## src/rtl/unified_mem_arbiter_if.sv

```systemverilog
// Bundle of the fetch port, data port, halt/busy and memory-side signals
// shared between the unified memory arbiter and its surroundings.
interface unified_mem_arbiter_if #(
  parameter int ADDR_W = 32,
  parameter int DATA_W = 32
);
  logic              if_req;
  logic [ADDR_W-1:0] if_addr;
  logic [DATA_W-1:0] if_rdata;
  logic              if_ack;

  logic              dm_req;
  logic              dm_we;
  logic [ADDR_W-1:0] dm_addr;
  logic [DATA_W-1:0] dm_wdata;
  logic [DATA_W-1:0] dm_rdata;
  logic              dm_ack;

  logic              halt;
  logic              busy;

  logic              mem_en;
  logic              mem_we;
  logic [ADDR_W-1:0] mem_addr;
  logic [DATA_W-1:0] mem_wdata;
  logic [DATA_W-1:0] mem_rdata;

  // Arbiter side
  modport slave (
    input  if_req, if_addr, dm_req, dm_we, dm_addr, dm_wdata, halt, mem_rdata,
    output if_rdata, if_ack, dm_rdata, dm_ack, busy,
           mem_en, mem_we, mem_addr, mem_wdata
  );

  // Requester and memory side
  modport master (
    output if_req, if_addr, dm_req, dm_we, dm_addr, dm_wdata, halt, mem_rdata,
    input  if_rdata, if_ack, dm_rdata, dm_ack, busy,
           mem_en, mem_we, mem_addr, mem_wdata
  );
endinterface

```

## src/rtl/unified_mem_arbiter.sv

```systemverilog
// Shares one fixed-latency single-ported memory between instruction fetch and
// data memory, alternating grants on ties; halt blocks only new fetch grants.
module unified_mem_arbiter #(
  parameter int ADDR_W  = 32,
  parameter int DATA_W  = 32,
  parameter int MEM_LAT = 2
) (
  input logic                  clk,
  input logic                  rst,
  unified_mem_arbiter_if.slave bus
);

  localparam int CNT_W = $clog2(MEM_LAT + 1);

  typedef enum logic [1:0] {IDLE, ISSUE, WAIT, RESP} stateT;

  stateT             state;
  stateT             nextState;
  logic [CNT_W-1:0]  waitCnt;
  logic              lastDm;
  logic              grantDm;
  logic              ifEligible;
  logic              grantValid;
  logic              pickDm;
  logic              memWe;
  logic [ADDR_W-1:0] memAddr;
  logic [DATA_W-1:0] memWdata;
  logic [DATA_W-1:0] ifRdata;
  logic [DATA_W-1:0] dmRdata;

  // State register
  always_ff @(posedge clk or posedge rst) begin
    if (rst) state <= IDLE;
    else     state <= nextState;
  end

  // Arbitration and next state; on a tie the port not granted last wins
  always_comb begin
    ifEligible = bus.if_req && !bus.halt;
    grantValid = bus.dm_req || ifEligible;
    pickDm     = bus.dm_req && (!ifEligible || !lastDm);
    nextState  = state;
    case (state)
      IDLE:    if (grantValid) nextState = ISSUE;
      ISSUE:   nextState = WAIT;
      WAIT:    if (waitCnt == '0) nextState = RESP;
      RESP:    nextState = IDLE;
      default: nextState = IDLE;
    endcase
  end

  // Grant latch, latency counter and read-data capture
  always_ff @(posedge clk or posedge rst) begin
    if (rst) begin
      lastDm   <= 1'b0;
      grantDm  <= 1'b0;
      waitCnt  <= '0;
      memWe    <= 1'b0;
      memAddr  <= '0;
      memWdata <= '0;
      ifRdata  <= '0;
      dmRdata  <= '0;
    end else begin
      case (state)
        IDLE: begin
          if (grantValid) begin
            grantDm <= pickDm;
            lastDm  <= pickDm;
            memAddr <= pickDm ? bus.dm_addr : bus.if_addr;
            memWe   <= pickDm && bus.dm_we;
            if (pickDm) memWdata <= bus.dm_wdata;
          end
        end
        ISSUE: waitCnt <= CNT_W'(MEM_LAT - 1);
        WAIT: begin
          if (waitCnt != '0) begin
            waitCnt <= waitCnt - CNT_W'(1);
          end else if (!memWe) begin
            if (grantDm) dmRdata <= bus.mem_rdata;
            else         ifRdata <= bus.mem_rdata;
          end
        end
        default: ;
      endcase
    end
  end

  // Strobes decode straight from state so reset removes them immediately
  assign bus.busy      = (state != IDLE);
  assign bus.mem_en    = (state == ISSUE);
  assign bus.if_ack    = (state == RESP) && !grantDm;
  assign bus.dm_ack    = (state == RESP) && grantDm;
  assign bus.mem_we    = memWe;
  assign bus.mem_addr  = memAddr;
  assign bus.mem_wdata = memWdata;
  assign bus.if_rdata  = ifRdata;
  assign bus.dm_rdata  = dmRdata;

endmodule

```

## src/flat_wrapper.sv

```systemverilog
// flat-port wrapper written by rule: the top's interface ports become plain ports
module unified_mem_arbiter_flat 
#(
  parameter int ADDR_W  = 32,
  parameter int DATA_W  = 32,
  parameter int MEM_LAT = 2
)
  (clk, rst, bus_if_req, bus_if_addr, bus_dm_req, bus_dm_we, bus_dm_addr, bus_dm_wdata, bus_halt, bus_mem_rdata, bus_if_rdata, bus_if_ack, bus_dm_rdata, bus_dm_ack, bus_busy, bus_mem_en, bus_mem_we, bus_mem_addr, bus_mem_wdata);
  unified_mem_arbiter_if #(.ADDR_W(ADDR_W), .DATA_W(DATA_W)) bus_i ();
  input logic clk;
  input logic rst;
  input wire logic [$bits(bus_i.if_req)-1:0] bus_if_req;
  input wire logic [$bits(bus_i.if_addr)-1:0] bus_if_addr;
  input wire logic [$bits(bus_i.dm_req)-1:0] bus_dm_req;
  input wire logic [$bits(bus_i.dm_we)-1:0] bus_dm_we;
  input wire logic [$bits(bus_i.dm_addr)-1:0] bus_dm_addr;
  input wire logic [$bits(bus_i.dm_wdata)-1:0] bus_dm_wdata;
  input wire logic [$bits(bus_i.halt)-1:0] bus_halt;
  input wire logic [$bits(bus_i.mem_rdata)-1:0] bus_mem_rdata;
  output wire logic [$bits(bus_i.if_rdata)-1:0] bus_if_rdata;
  output wire logic [$bits(bus_i.if_ack)-1:0] bus_if_ack;
  output wire logic [$bits(bus_i.dm_rdata)-1:0] bus_dm_rdata;
  output wire logic [$bits(bus_i.dm_ack)-1:0] bus_dm_ack;
  output wire logic [$bits(bus_i.busy)-1:0] bus_busy;
  output wire logic [$bits(bus_i.mem_en)-1:0] bus_mem_en;
  output wire logic [$bits(bus_i.mem_we)-1:0] bus_mem_we;
  output wire logic [$bits(bus_i.mem_addr)-1:0] bus_mem_addr;
  output wire logic [$bits(bus_i.mem_wdata)-1:0] bus_mem_wdata;
  assign bus_i.if_req = bus_if_req;
  assign bus_i.if_addr = bus_if_addr;
  assign bus_i.dm_req = bus_dm_req;
  assign bus_i.dm_we = bus_dm_we;
  assign bus_i.dm_addr = bus_dm_addr;
  assign bus_i.dm_wdata = bus_dm_wdata;
  assign bus_i.halt = bus_halt;
  assign bus_i.mem_rdata = bus_mem_rdata;
  assign bus_if_rdata = bus_i.if_rdata;
  assign bus_if_ack = bus_i.if_ack;
  assign bus_dm_rdata = bus_i.dm_rdata;
  assign bus_dm_ack = bus_i.dm_ack;
  assign bus_busy = bus_i.busy;
  assign bus_mem_en = bus_i.mem_en;
  assign bus_mem_we = bus_i.mem_we;
  assign bus_mem_addr = bus_i.mem_addr;
  assign bus_mem_wdata = bus_i.mem_wdata;
  unified_mem_arbiter #(.ADDR_W(ADDR_W), .DATA_W(DATA_W), .MEM_LAT(MEM_LAT)) u_core (.clk(clk), .rst(rst), .bus(bus_i));
endmodule
```

## config.mk

```make
export PLATFORM = sky130hd
export DESIGN_NAME = unified_mem_arbiter_flat
export DESIGN_NICKNAME = d
export VERILOG_FILES = /design/src/rtl/unified_mem_arbiter_if.sv /design/src/rtl/unified_mem_arbiter.sv /design/src/flat_wrapper.sv
export SDC_FILE = /design/constraint.sdc
export NUM_CORES = 1
export LEC_CHECK = 0
export ABC_AREA = 0
export CAP_MARGIN = 20
export CORE_ASPECT_RATIO = 2
export CORE_MARGIN = 4
export CORE_UTILIZATION = 42
export CTS_CLUSTER_SIZE = 25
export DETAILED_ROUTE_END_ITERATION = 7
export PLACE_DENSITY_LB_ADDON = 0.12
export SLEW_MARGIN = 5
export SYNTH_ARGS = -nofsm -noshare
export SYNTH_HDL_FRONTEND = slang
export SYNTH_SLANG_ARGS = --single-unit
```

## constraint.sdc

```tcl
create_clock -name clk -period 4.9 [get_ports clk]
set_clock_uncertainty 0.15 [all_clocks]
set_input_delay 0.49 -clock clk [delete_from_list [all_inputs] [get_ports clk]]
set_output_delay 0.49 -clock clk [all_outputs]
set_load 0.01 [all_outputs]
```

Word level (Yosys, flattened, before mapping)
Cells that the tools add are included.
Storage, ports and cells
  input port bits: 134
  memory bits (writable): 0
  memories kept: 0
  bits in latches: 0
  memory bits (read-only): 0
  output and inout port bits: 133
  flip-flop bits (word level): 134
Operators by class
  reductions and logical operators: 21
  div/mod/pow operators: 0
  $add $sub $neg: 1
  shift operators: 0
  multipliers: 0
  muxes and demuxes: 6
  order comparisons: 0
  bitwise logic cells: 3
  eq/ne operators: 6
Operator list (number)
  $mux 32: 1
  $pmux 2 s4: 1
  $reduce_and 4->1: 2
  $mux 2: 3
  $ne 2x1->1 const B: 3
  $reduce_and 2->1: 3
  $reduce_bool 2->1: 3
  $logic_and 1x1->1: 5
  $eq 2x2->1 const B: 2
  $logic_not 2->1: 2
  $pmux 2 s2: 1
  $logic_not 1->1: 3
  $not 1->1: 3
  $reduce_and 3->1: 1
  $eq 2x1->1 const B: 1
  $logic_or 1x1->1: 2
  $sub 2x1->2 const B: 1

Longest topological paths before layout
Gate-level depths: netlist of the first run.
  word-level depth: 6
  mapped depth: 7
  depth with buffers taken out: 5

Least setup slack after synthesis of the first run
OpenSTA, ideal clock, no wires.
  path kind: reg-to-reg
  start: register u_core.state[0]
  end: register u_core.memWdata[10], in the netlist u_core.bus.mem_wdata[10]
  path slack: 2.932 ns
  clock period less this slack: 1.968 ns
  setup time: 0.125 ns
  stages on the path, launching flop included: 8
  arrival time: 1.693 ns
  cells stage by stage: dfrtp_1 > inv_1 > ha_1 > buf_2 > inv_1 > nor3_4 > buf_6 > mux2_2
Between the ends
  longest elaborated chain between the ends: 2
Ends and longest elaborated chain
  start: declaration: line unified_mem_arbiter.sv:17  | stateT state;
  start signal: assignment: line unified_mem_arbiter.sv:34  | else state <= nextState;
  $logic_not 2->1: line unified_mem_arbiter.sv:64  | case (state)
  $reduce_and 3->1 (no line)
  end signal: assignment: line unified_mem_arbiter.sv:71  | if (pickDm) memWdata <= bus.dm_wdata;
  end: declaration: line unified_mem_arbiter.sv:27  | logic [DATA_W-1:0] memWdata;
Every way passes these cells.
A chain may end at the register's enable or synchronous reset.

Final worst setup path of the first run
  start: input bus_dm_req
  end: register u_core.memWdata[14], in the netlist u_core.bus.mem_wdata[14]
Between the ends
  longest elaborated chain between the ends: 2
  elaborated cells on any way between the ends: 3
Ends and longest elaborated chain
  start: declaration: line flat_wrapper.sv:14  | input wire logic [$bits(bus_i.dm_req)-1:0] bus_dm_req;
  $logic_and 1x1->1 or $logic_or 1x1->1 (tied branches): line unified_mem_arbiter.sv:41, unified_mem_arbiter.sv:40
  $reduce_and 3->1 (no line) *
Every way passes the cells marked *; elsewhere a longest branch is shown, timed or not.

==> flow_metrics.env, run 1 <==
export IMPL_status="completed"
export IMPL_grt_max_degree=135
export IMPL_whs_path_depth=1
export IMPL_clk_pin_slew_ns=0.06
export IMPL_synth_seq_cells=134
export IMPL_root_buffer="clkbuf_16"
export IMPL_crit_start="bus_dm_req"
export IMPL_cts_path_max_buffers=2
export IMPL_num_antenna_cells=0
export IMPL_overflow=0
export IMPL_place_gp_congestion=0.823
export IMPL_max_cap_violations=0
export IMPL_reg2reg_to="u_core.bus.mem_wdata[14]"
export IMPL_antenna_found_initial=0
export IMPL_fin_crit_sh=0.599
export IMPL_grt_setup_unrepaired="no"
export IMPL_chipWidth_um=91.6
export IMPL_rows=60
export IMPL_synth_distinct_cells=26
export IMPL_drtIter0Drc=151
export IMPL_cp_start_kind="input pin"
export IMPL_setup_reg_to_reg_worst_slack_ns=2.18
export IMPL_cts_hold_fix_buffers=0
export IMPL_area_delta_synth_final_pct=58.3
export IMPL_peakVddDrop_mv=0.326
export IMPL_grt_pass1_vias=4891
export IMPL_cts_buffers=17
export IMPL_switchingPower_mw=1.83
export IMPL_holdPathEnd="u_core.bus.mem_wdata[4]"
export IMPL_setup_viol=0
export IMPL_synth_simple_gate_area_frac=0.0328
export IMPL_p_seq_frac=0.330
export IMPL_wl_mm=16.1
export IMPL_setup_tns_ns=0
export IMPL_clk_latency_ns=0.41
export IMPL_p_leak_nw=3.97
export IMPL_synth_fp_nets=598
export IMPL_cts_tree="done"
export IMPL_synth_compound_area_frac=0.139
export IMPL_ys_seq_area_frac=0.571
export IMPL_wl_per_cell_um=17.6
export IMPL_netlist_instances=459
export IMPL_synthMuxAreaShare=0.188
export IMPL_hold_path_class="flip-flop to flip-flop"
export IMPL_drv_slew=0
export IMPL_fin_area_sq_mm=0.00929
export IMPL_worstMarginPinSlew_ns=0.976
export IMPL_start_util=0.432
export IMPL_swShare=0.307
export IMPL_reg2reg_depth=7
export IMPL_hold_violations=0
export IMPL_intPower_mw=4.14
export IMPL_syn_cell_area_sq_mm=0.00587
export IMPL_crit_type="input pin to flip-flop"
export IMPL_vias=4609
export IMPL_yosys_area_top_type_share=0.571
export IMPL_critPathArrivalTime_ns=3.08
export IMPL_synth_top_family_by_area="multiplexers"
export IMPL_clkSinkCount=134
export IMPL_combPwrFrac=0.445
export IMPL_fmax_mhz=341
export IMPL_dieHeight_um=175
export IMPL_relSlewSlack=0.349
export IMPL_fill_cells=1021
export IMPL_place_ws_ns=1.54
export IMPL_p_per_area_mw_per_mm2=643
export IMPL_drtPass1Iterations=4
export IMPL_fin_util=0.683
export IMPL_synth_adder_area_share=0.0107
export IMPL_num_io_pins=267
export IMPL_ys_warn_count=0
export IMPL_route_detailed_drc=0
export IMPL_nets=854
export IMPL_fp_dieArea_sq_mm=0.0160
export IMPL_post_cts_buffers=0
export IMPL_crit_path_end_kind="flip-flop"
export IMPL_dp_hpwl_mm=12.0
export IMPL_placed_area_sq_mm=0.00866
export IMPL_crit_fanout=67
export IMPL_r2r_start="u_core.state[0]"
export IMPL_globalRouteTotalUtil=0.201
export IMPL_yosys_area_top_type="dfrtp_1"
export IMPL_synthTopCellsByArea="dfrtp_1, mux2_2, o221a_2"
export IMPL_synth_xor_area_frac=0
export IMPL_cts_resized_gates=0
export IMPL_drive_gt1_frac=0.234
export IMPL_viasPerCell=5.05
export IMPL_core_area_sq_mm=0.0136
export IMPL_clkPwrFrac=0.225
export IMPL_min_delay_start="u_core.bus.mem_wdata[4]"
export IMPL_setup_ws_ns=1.96
export IMPL_fin_crit_ns=2.94
export IMPL_syn_area_per_cell_sq_um=12.8
export IMPL_grt_pass1_wl_mm=25.3
export IMPL_htree_num_levels=4
export IMPL_cp_required_ns=5.04
export IMPL_ant_nets=0
export IMPL_portBuffers=266
[state kept, by name, summed over array words and instances (netlist names)]
register,count
u_core.lastDm,1
u_core.bus.mem_wdata,32
u_core.bus.mem_we,1
u_core.bus.mem_addr,32
u_core.bus.dm_rdata,32
u_core.state,2
u_core.waitCnt,2
u_core.bus.if_rdata,32
[power by group through the flow]
stage	Clock, mW	Sequential [mW]	Combinational, mW
3_5_place_dp	0	1.99	2.70
5_1_grt	1.42	2.04	2.85
2_1_floorplan	0	2.21	0.981
3_3_place_gp	0	1.97	2.63
4_1_cts	1.37	1.98	2.71
6_report	1.34	1.97	2.66
[how the worst max path moves through the flow]
stage / end / slack [ns] / cells past startpoint
floorplan: u_core.bus.dm_rdata[0] / 0.68 / 1
global placement: u_core.bus.mem_wdata[16] / 1.60 / 6
detailed placement: u_core.bus.mem_wdata[20] / 1.54 / 6
CTS: u_core.bus.mem_wdata[12] / 1.98 / 6
global route: u_core.bus.mem_wdata[31] / 1.78 / 6
finish: u_core.bus.mem_wdata[14] / 1.96 / 6
[through the flow]
stage	instances	total power [mW]	hold WS, ns
final	913	5.97	0.346
after global routing	913	6.31	0.365
after CTS	913	6.05	0.347
after detailed placement	882	4.69	0.333
after global placement	882	4.61	0.326
after floorplan	459	3.19	0.316
[cell type report]
type | instances | area, sq um | area share
Clock buffer | 18 | 429 | 0.0462
Clock inverter | 13 | 199 | 0.0214
Inverter | 41 | 156 | 0.0168
Multi-Input combinational cell | 247 | 2190 | 0.235
Sequential cell | 134 | 3350 | 0.361
Tap cell | 186 | 233 | 0.0251
Timing Repair Buffer | 274 | 2730 | 0.294
[per-layer routing]
metal / GRT usage / vias up / part of all wire
li1: - / 2155 / -
met1: 0.209 / 2244 / 0.35
met2: 0.376 / 192 / 0.56
met3: 0.0573 / 18 / 0.066
met4: 0.0699 / 0 / 0.018
met5: 0 / - / 0
[cell families (layout without fill, tap and decap cells)]
group	count (synthesis)	in the layout
flops	134	134
compound gates	103	103
mux	98	98
buf+inv	78	346
simple gates	41	41
fa+ha+maj	5	5
[cells in the mapped netlist, drive strengths merged]
library cell / count
a21o: 1
a21oi: 1
a22o: 2
a22oi: 32
and2: 1
and3b: 1
buf: 21
clkbuf: 16
dfrtp: 134
ha: 5
inv: 41
mux2: 97
mux2i: 1
nand2: 33
nand4b: 1
nor2b: 3
nor3: 2
o21ai: 33
o221a: 32
o22a: 1
o32a: 1
[worst max-delay path: stages]
cell and delay, ns:
buf_2 0.07, buf_4 0.48, inv_1 0.59, nor3_4 0.61
buf_4 0.41, mux2_2 0.38
[cell usage in the layout, fill, tap and decap left out, types with 5 or more instances in the layout]
cell and n:
clkdlybuf4s50_1 265, o21ai_0 32, buf_4 7, clkbuf_16 17
inv_1 40, nand2_1 33, mux2_2 93, a22oi_1 32
dfrtp_1 134, ha_1 5, o221a_2 32
No activity file was read; power rests on OpenSTA's default activity.
==> inputs of run 2 (changes only) <==
--- a/config.mk
+++ b/config.mk
@@ -9,7 +9,7 @@
 export CAP_MARGIN = 20
 export CORE_ASPECT_RATIO = 2
 export CORE_MARGIN = 4
-export CORE_UTILIZATION = 42
+export CORE_UTILIZATION = 38
 export CTS_CLUSTER_SIZE = 25
 export DETAILED_ROUTE_END_ITERATION = 7
 export PLACE_DENSITY_LB_ADDON = 0.12
==> constraint.sdc (replaced) <==
create_clock -name clk -period 2.6 [get_ports clk]
set_clock_uncertainty 0.15 [all_clocks]
set_input_delay 0.26 -clock clk [delete_from_list [all_inputs] [get_ports clk]]
set_output_delay 0.26 -clock clk [all_outputs]
set_load 0.01 [all_outputs]
==> run 2 against run 1 <==
Core utilization fell by 6.8 points. Register-to-register slack got worse by 1.6 ns. Die area rose by 9.8%. Combinational power rose by 90%. Critical path depth fell by 2. Total power rose by 87%. Sequential cell count did not move.
==> flow_metrics.env, run 2 (synthesized netlist as in run 1, its figures left out) <==
export IMPL_setup_viol=0
export IMPL_crit_fanout=4
export IMPL_place_gp_congestion=0.818
export IMPL_wl_mm=16.7
export IMPL_dieHeight_um=184
export IMPL_worstMarginPinSlew_ns=0.508
export IMPL_relSlewSlack=0.661
export IMPL_setup_ws_ns=0.344
export IMPL_worstPathCellList="inv_1 -> ha_1 -> inv_1 -> clkdlybuf4s50_1"
export IMPL_num_io_pins=267
export IMPL_peakVddDrop_mv=0.489
export IMPL_cts_tree="done"
export IMPL_fmax_mhz=443
export IMPL_overflow=0
export IMPL_reg2reg_to="u_core.bus.mem_addr[16]"
export IMPL_setup_tns_ns=0
export IMPL_grt_pass1_vias=5117
export IMPL_drive_gt1_frac=0.242
export IMPL_htree_num_levels=4
export IMPL_total_power_mw=11.2
export IMPL_clk_pin_slew_ns=0.06
export IMPL_cp_required_ns=2.19
export IMPL_clkSinkCount=134
export IMPL_cts_buffers=17
export IMPL_hold_path_class="input pin to async pin"
export IMPL_cp_slowest_cell="clkdlybuf4s50_1"
export IMPL_fin_cells=933
export IMPL_ant_nets=0
export IMPL_viasPerCell=5.02
export IMPL_vias=4686
export IMPL_p_leak_nw=4.00
export IMPL_final_cell_mix="clkdlybuf4s50_1, dfrtp_1, mux2_2, inv_1, nand2_1"
export IMPL_final_common_cell="clkdlybuf4s50_1"
export IMPL_r2r_start="u_core.lastDm"
export IMPL_portBuffers=266
export IMPL_dp_hpwl_mm=12.7
export IMPL_start_util=0.386
export IMPL_critPathArrivalTime_ns=1.85
export IMPL_hold_violations=0
export IMPL_fin_util=0.615
export IMPL_drtPass1Iterations=4
export IMPL_route_detailed_drc=0
export IMPL_crit_path_end_kind="primary output"
export IMPL_core_area_sq_mm=0.0152
export IMPL_max_cap_violations=0
export IMPL_fin_crit_ns=2.26
export IMPL_reg2reg_depth=4
export IMPL_fin_crit_sh=0.868
export IMPL_cts_hold_fix_buffers=0
export IMPL_max_stage_delay_ns=0.59
export IMPL_crit_type="flip-flop to primary output"
export IMPL_dp_cells=901
export IMPL_area_delta_synth_final_pct=59.5
export IMPL_fp_dieArea_sq_mm=0.0176
export IMPL_grt_setup_unrepaired="no"
export IMPL_antenna_found_initial=0
export IMPL_cts_resized_gates=0
export IMPL_status="completed"
export IMPL_root_buffer="clkbuf_16"
export IMPL_grt_pass1_wl_mm=26.1
export IMPL_globalRouteTotalUtil=0.194
export IMPL_rows=64
export IMPL_grt_max_degree=97
export IMPL_place_ws_ns=0.390
export IMPL_wl_per_cell_um=17.9
export IMPL_num_antenna_cells=0
export IMPL_setup_reg_to_reg_worst_slack_ns=0.58
export IMPL_chipWidth_um=95.9
export IMPL_nets=861
export IMPL_drv_slew=0
export IMPL_clk_latency_ns=0.41
export IMPL_crit_path_frequent_cell="inv_1"
export IMPL_cp_start_kind="flip-flop"
export IMPL_drtIter0Drc=101
export IMPL_post_cts_buffers=0
export IMPL_cts_path_max_buffers=2
export IMPL_p_per_area_mw_per_mm2=1190
## run 2: worst max-delay path: cells and delay by family (launching register included)
kind       cells  cell delay (ns)
buf+inv        3             0.82
fa+ha+maj      1             0.22
flops          1             0.40
## run 2: stage by stage
step           cell area, sq um  hold WS (ns)
6_report                   9360         0.209
5_1_grt                    9360         0.254
4_1_cts                    9360         0.226
3_5_place_dp               8760         0.333
3_3_place_gp               8760         0.323
2_1_floorplan              5870         0.243
## run 2: cell type report
cell class / instances / area [sq um]
Timing Repair Buffer: 281 / 2820
Sequential cell: 134 / 3350
Fill cell: 1229 / 5860
Clock buffer: 21 / 470
Multi-Input combinational cell: 247 / 2190
Tap cell: 198 / 248
Clock inverter: 11 / 124
Inverter: 41 / 158
## run 2: routing by layer
layer / GRT usage / share of wire
met5: 0 / 0
met4: 0.0775 / 0.027
met3: 0.0500 / 0.069
met2: 0.369 / 0.57
met1: 0.192 / 0.33
## run 2: how the worst max path moves through the flow
| stage | from | endpoint | slack (ns) | cells past startpoint |
|---|---|---|---|---|
| 2_1_floorplan | rst | u_core.bus.dm_rdata[0] | 0.52 | 1 |
| 3_5_place_dp | bus_halt | u_core.bus.mem_addr[27] | 0.39 | 5 |
| 4_1_cts | u_core.state[0] | bus_busy | 0.32 | 4 |
| 3_3_place_gp | bus_halt | u_core.bus.mem_addr[25] | 0.44 | 5 |
| 6_report | u_core.state[0] | bus_busy | 0.34 | 4 |
| 5_1_grt | u_core.state[1] | bus_busy | 0.26 | 4 |
## run 2: power breakdown
group / internal, mW / total (mW) / switching (mW)
logic: 3.09 / 5.06 / 1.98
clock network: 1.49 / 2.39 / 0.901
registers: 3.15 / 3.72 / 0.575
total: 7.72 / 11.2 / 3.46
==> inputs of run 3 (changes only) <==
--- a/config.mk
+++ b/config.mk
@@ -7,9 +7,12 @@
 export LEC_CHECK = 0
 export ABC_AREA = 0
 export CAP_MARGIN = 20
-export CORE_ASPECT_RATIO = 2
+export CELL_PAD_IN_SITES_DETAIL_PLACEMENT = 1
+export CELL_PAD_IN_SITES_GLOBAL_PLACEMENT = 1
+export CORE_ASPECT_RATIO = 1.25
 export CORE_MARGIN = 4
-export CORE_UTILIZATION = 38
+export CORE_UTILIZATION = 30
+export CTS_BUF_LIST = sky130_fd_sc_hd__clkbuf_8
 export CTS_CLUSTER_SIZE = 25
 export DETAILED_ROUTE_END_ITERATION = 7
 export PLACE_DENSITY_LB_ADDON = 0.12
==> run 3 against run 2 <==
Register-to-register slack lost 0.02 ns. Sequential power is essentially flat. Total power shrank 4.4%. Critical path depth is the same. First-iteration DRC count grew 74%. Count of clock-buffer cells in the layout shrank 4. Non-clock buffer count shrank 2. Wire length grew 12%. Sequential cell count is the same. Highest routed layer unchanged.
==> flow_metrics.env, run 3 (synthesized netlist as in run 1, its figures left out) <==
export IMPL_route_detailed_drc=0
export IMPL_cp_start_kind="flip-flop"
export IMPL_grt_setup_unrepaired="no"
export IMPL_p_seq_frac=0.348
export IMPL_fill_cells=2015
export IMPL_clkPwrFrac=0.172
export IMPL_area_delta_synth_final_pct=57.5
export IMPL_grt_pass1_wl_mm=29.7
export IMPL_clkSinkCount=134
export IMPL_hold_violations=0
export IMPL_final_cell_mix="clkdlybuf4s50_1, dfrtp_1, mux2_2, inv_1, nand2_1"
export IMPL_root_buffer="clkbuf_8"
export IMPL_cts_tree="done"
export IMPL_status="completed"
export IMPL_globalRouteTotalUtil=0.173
export IMPL_drtPass1Iterations=4
export IMPL_intPower_mw=7.18
export IMPL_antenna_found_initial=0
export IMPL_drive_gt1_frac=0.240
export IMPL_setup_tns_ns=0
export IMPL_dieHeight_um=164
export IMPL_worstMarginPinSlew_ns=0.968
export IMPL_total_power_mw=10.7
export IMPL_clk_latency_ns=0.44
export IMPL_rows=56
export IMPL_drtIter0Drc=176
export IMPL_wl_per_cell_um=18.9
export IMPL_fin_area_sq_mm=0.00924
export IMPL_overflow=0
export IMPL_wl_mm=18.7
export IMPL_top_layer="met4"
export IMPL_swShare=0.328
export IMPL_met1Wirelength_mm=7.56
export IMPL_placed_area_sq_mm=0.00883
export IMPL_drv_slew=0
export IMPL_grt_max_degree=76
export IMPL_crit_type="flip-flop to primary output"
export IMPL_peakVddDrop_mv=0.417
export IMPL_dp_hpwl_mm=13.7
export IMPL_setup_ws_ns=0.188
export IMPL_final_common_cell="clkdlybuf4s50_1"
export IMPL_core_area_sq_mm=0.0190
export IMPL_start_util=0.309
export IMPL_p_leak_nw=3.92
export IMPL_htree_num_levels=4
export IMPL_switchingPower_mw=3.51
export IMPL_route_met2_wl_mm=9.55
export IMPL_setup_viol=0
export IMPL_post_cts_buffers=0
export IMPL_cts_buffers=17
export IMPL_crit_fanout=4
export IMPL_combPwrFrac=0.481
export IMPL_grt_pass1_vias=5334
export IMPL_nets=859
export IMPL_num_antenna_cells=0
export IMPL_fin_crit_ns=2.41
export IMPL_wl_met3_mm=1.40
export IMPL_portBuffers=266
export IMPL_cts_resized_gates=0
export IMPL_crit_path_end_kind="primary output"
export IMPL_cts_path_max_buffers=2
export IMPL_cts_hold_fix_buffers=0
export IMPL_fin_util=0.487
export IMPL_max_cap_violations=0
export IMPL_cp_required_ns=2.19
export IMPL_reg2reg_depth=6
export IMPL_chipWidth_um=133
export IMPL_fin_crit_sh=0.928
export IMPL_critPathArrivalTime_ns=2.00
export IMPL_p_per_area_mw_per_mm2=1160
export IMPL_ant_nets=0
export IMPL_vias=4721
export IMPL_hold_path_class="input pin to async pin"
export IMPL_num_io_pins=267
export IMPL_relSlewSlack=0.355
export IMPL_place_ws_ns=0.211
export IMPL_place_gp_congestion=0.803
export IMPL_fp_dieArea_sq_mm=0.0219
export IMPL_fmax_mhz=415
export IMPL_clk_pin_slew_ns=0.09
export IMPL_viasPerCell=4.75
[run 3: layer usage]
metal | vias to the layer above | global-route usage
met5 | - | 0
met4 | 0 | 0.0496
met3 | 17 | 0.0625
met2 | 193 | 0.295
met1 | 2353 | 0.206
li1 | 2158 | -
[run 3: layout make-up]
| class | instances | area [sq um] | share of cell area |
|---|---|---|---|
| repair buffers | 279 | 2810 | 0.304 |
| clock buffers | 17 | 234 | 0.0253 |
| clock inverters | 15 | 179 | 0.0194 |
| well taps | 261 | 327 | 0.0353 |
| flip-flops and latches | 134 | 3350 | 0.363 |
| multi-input cells | 247 | 2190 | 0.237 |
| inverters | 41 | 158 | 0.0171 |
[run 3: path summary, 6_finish.rpt]
| kind | slack, ns | start | end |
|---|---|---|---|
| worst min register to register | 0.35 | u_core.bus.mem_wdata[6] | u_core.bus.mem_wdata[6] |
| worst max register to register | 0.56 | u_core.state[0] | u_core.bus.mem_wdata[12] |
| max in group asynchronous | 1.49 | rst | u_core.bus.dm_rdata[15] |
| worst max-delay path | 0.19 | u_core.state[0] | bus_busy |
| worst min-delay path | 0.03 | rst | u_core.bus.mem_wdata[28] |
| min in group clk | 0.22 | bus_if_addr[25] | u_core.bus.mem_addr[25] |
[run 3: critical path: stages (launching register included)]
cell,delay [ns]
dfrtp_1,0.40
inv_1,0.09
ha_1,0.28
inv_1,0.18
clkdlybuf4s50_1,0.61
[run 3: power by group through the flow]
| stage | sequential [mW] | combinational, mW | clock [mW] |
|---|---|---|---|
| global placement | 3.71 | 5.08 | 0 |
| floorplan | 4.16 | 1.85 | 0 |
| global route | 3.86 | 5.52 | 2.00 |
| detailed placement | 3.77 | 5.22 | 0 |
| CTS | 3.73 | 5.24 | 1.90 |
| finish | 3.72 | 5.14 | 1.83 |
[run 3: stage by stage]
stage                     instances  hold WS [ns]
final                           994        0.0267
after global routing            994        0.0226
after detailed placement        962         0.335
after CTS                       994       0.00556
after global placement          962         0.320
after floorplan                 459         0.243
==> patch: new RTL, settings of run 1 <==
`DATA_W` is set to 32 in 3 places; all go to 40.
--- a/src/rtl/unified_mem_arbiter_if.sv
+++ b/src/rtl/unified_mem_arbiter_if.sv
@@ -2,7 +2,7 @@
 // shared between the unified memory arbiter and its surroundings.
 interface unified_mem_arbiter_if #(
   parameter int ADDR_W = 32,
-  parameter int DATA_W = 32
+  parameter int DATA_W = 40
 );
   logic              if_req;
   logic [ADDR_W-1:0] if_addr;
--- a/src/rtl/unified_mem_arbiter.sv
+++ b/src/rtl/unified_mem_arbiter.sv
@@ -2,7 +2,7 @@
 // data memory, alternating grants on ties; halt blocks only new fetch grants.
 module unified_mem_arbiter #(
   parameter int ADDR_W  = 32,
-  parameter int DATA_W  = 32,
+  parameter int DATA_W  = 40,
   parameter int MEM_LAT = 2
 ) (
   input logic                  clk,
--- a/src/flat_wrapper.sv
+++ b/src/flat_wrapper.sv
@@ -2,7 +2,7 @@
 module unified_mem_arbiter_flat 
 #(
   parameter int ADDR_W  = 32,
-  parameter int DATA_W  = 32,
+  parameter int DATA_W  = 40,
   parameter int MEM_LAT = 2
 )
   (clk, rst, bus_if_req, bus_if_addr, bus_dm_req, bus_dm_we, bus_dm_addr, bus_dm_wdata, bus_halt, bus_mem_rdata, bus_if_rdata, bus_if_ack, bus_dm_rdata, bus_dm_ack, bus_busy, bus_mem_en, bus_mem_we, bus_mem_addr, bus_mem_wdata);
Interface: changed (5 resized); port bits go from 267 to 307. No check against the original RTL was run, so the function may have changed too.
==> patch against run 1 <==
First-iteration DRC count rose by 42%; setup slack improved by 0.093 ns; global-route usage rose by 1.4 points; cell count rose by 12%; wire length rose by 21%; combinational power rose by 17%; sequential share of layout area rose by 1.2 points; area after synthesis rose by 15%; sequential cell count rose by 24; via count rose by 13%; design area rose by 14%; power rose by 15%; largest cell class unchanged; largest power group unchanged.
==> patch: results (changes against run 1) <==
Register-to-register path setup slack: 2.11 ns (-0.07 ns). The tools report the global-route met1 utilization as 22.8% (+1.9 points). The tools report the pre-CTS setup slack as 1.62 ns (+0.0740 ns). The tools report the worst hold slack as 0.334 ns (-0.0114 ns). The count of placed standard cells including taps came out at 985 (+12%). The destination of the worst register-to-register timing path is u_core.bus.mem_wdata[16]$_DFFE_PP0P_. The tools report the leakage component of the power as 4.51 nW (+13%). The run gives 14700 um (+22%) as the HPWL after detailed placement.

Cell count after synthesis: 510 (+11%). The length of routed wiring on met1 was 6680 um (+18%); the global-route wire length before repair was 30700 um (+21%). The logs give 665 (+11%) for the post-synthesis net count and 9940 sq um (+15%) for the area after detailed placement. The run finished with clean final reports. The commonest cells after synthesis are sky130_fd_sc_hd__dfrtp_1 (158), sky130_fd_sc_hd__mux2_2 (115), sky130_fd_sc_hd__inv_1 (41), sky130_fd_sc_hd__nand2_1 (33).

The kind of cell with the highest combined delay along the critical path is simple AND/OR/NAND/NOR gates. The net switching fraction of the power was 30.4% (-0.23 points); the peak supply drop was 0.293 mV (-10%). The worst hold path begins at u_core.bus.if_rdata[39]$_DFFE_PP0P_.

The global placement routability congestion is 0.820 (-0.38%), and the initial antenna violation count is 1 (+1). For the DRC violation total after the first TritonRoute iteration, the log shows 214 (+42%). The worst hold path terminates at u_core.bus.if_rdata[39]$_DFFE_PP0P_. For the proportion of synthesized chip area in sequential cells, the log shows 58.4% (+1.2 points). The run gives 5231 (+13%) as the total number of vias.

The fraction of layout instances using a drive strength above 1 is 23.3% (-0.099 points). The global-route usage over all layers is 21.4% (+1.4 points). For the met2 routing resource usage after global routing, the log shows 39.5% (+1.9 points). The width of the chip came out at 97.8 um (+6.8%). The largest stage delay on the critical path works out to 0.56 ns (-0.05 ns).

The final layout net count came out at 958 (+12%). The via-per-instance ratio works out to 5.14 (+1.8%). The average wire length per cell after detail routing is 19.1 um (+8.2%). The met3 layer usage reported by global route came out at 4.99% (-0.74 points).

The largest net degree at the start of global routing came out at 130 (-3.7%). The sum of met3 wire segment lengths after detailed routing was 1070 um (+0.85%); the worst relative slew slack was 32.6% (-2.3 points). The worst flop-to-flop path startpoint is u_core.state[1]$_DFFE_PP0P_. The critical-path maximum fanout was 65 (-3.0%).
## patch: kinds of logic (layout without fill, tap and decap cells)
| group | Yosys count | in the layout | synth area share, % |
|---|---|---|---|
| flip-flops | 158 | 158 | 58.4 |
| multiplexers | 122 | 122 | 20.3 |
| AO/OA/AOI/OAI | 103 | 103 | 12.0 |
| buffers and inverters | 81 | 387 | 5.67 |
| AND/OR/NAND/NOR | 41 | 41 | 2.77 |
| adder cells (fa/ha/maj) | 5 | 5 | 0.923 |
| other | 0 | 1 | 0 |
## patch: worst max-delay path by stage
stage,from,end,slack [ns],cells past startpoint
6_report,bus_halt,u_core.bus.mem_wdata[16]$_DFFE_PP0P_,2.06,5
5_1_grt,u_core.state[1]$_DFFE_PP0P_,u_core.bus.mem_wdata[32]$_DFFE_PP0P_,1.86,7
4_1_cts,u_core.state[1]$_DFFE_PP0P_,u_core.bus.mem_wdata[35]$_DFFE_PP0P_,2.05,7
3_5_place_dp,bus_halt,u_core.bus.mem_wdata[16]$_DFFE_PP0P_,1.62,5
3_3_place_gp,bus_halt,u_core.bus.mem_wdata[15]$_DFFE_PP0P_,1.68,5
2_1_floorplan,rst,u_core.bus.dm_rdata[0]$_DFFE_PP0P_,2.26,1
## patch: area by class of cell
type                       count  area [sq um]
clock buffer                  22           454
timing repair buffer         314          3130
antenna                        1          2.50
tap                          201           251
sequential                   158          3950
multi-input combinational    271          2450
inverter                      41           158
fill                        1226          5190
clock inverter                10           186
## patch: power groups by stage
stage | clock network (W) | registers [W] | logic [W]
floorplan | 0 | 0.00260 | 0.00111
global placement | 0 | 0.00232 | 0.00307
detailed placement | 0 | 0.00235 | 0.00315
CTS | 0.00145 | 0.00233 | 0.00316
global route | 0.00151 | 0.00241 | 0.00331
finish | 0.00142 | 0.00233 | 0.00310
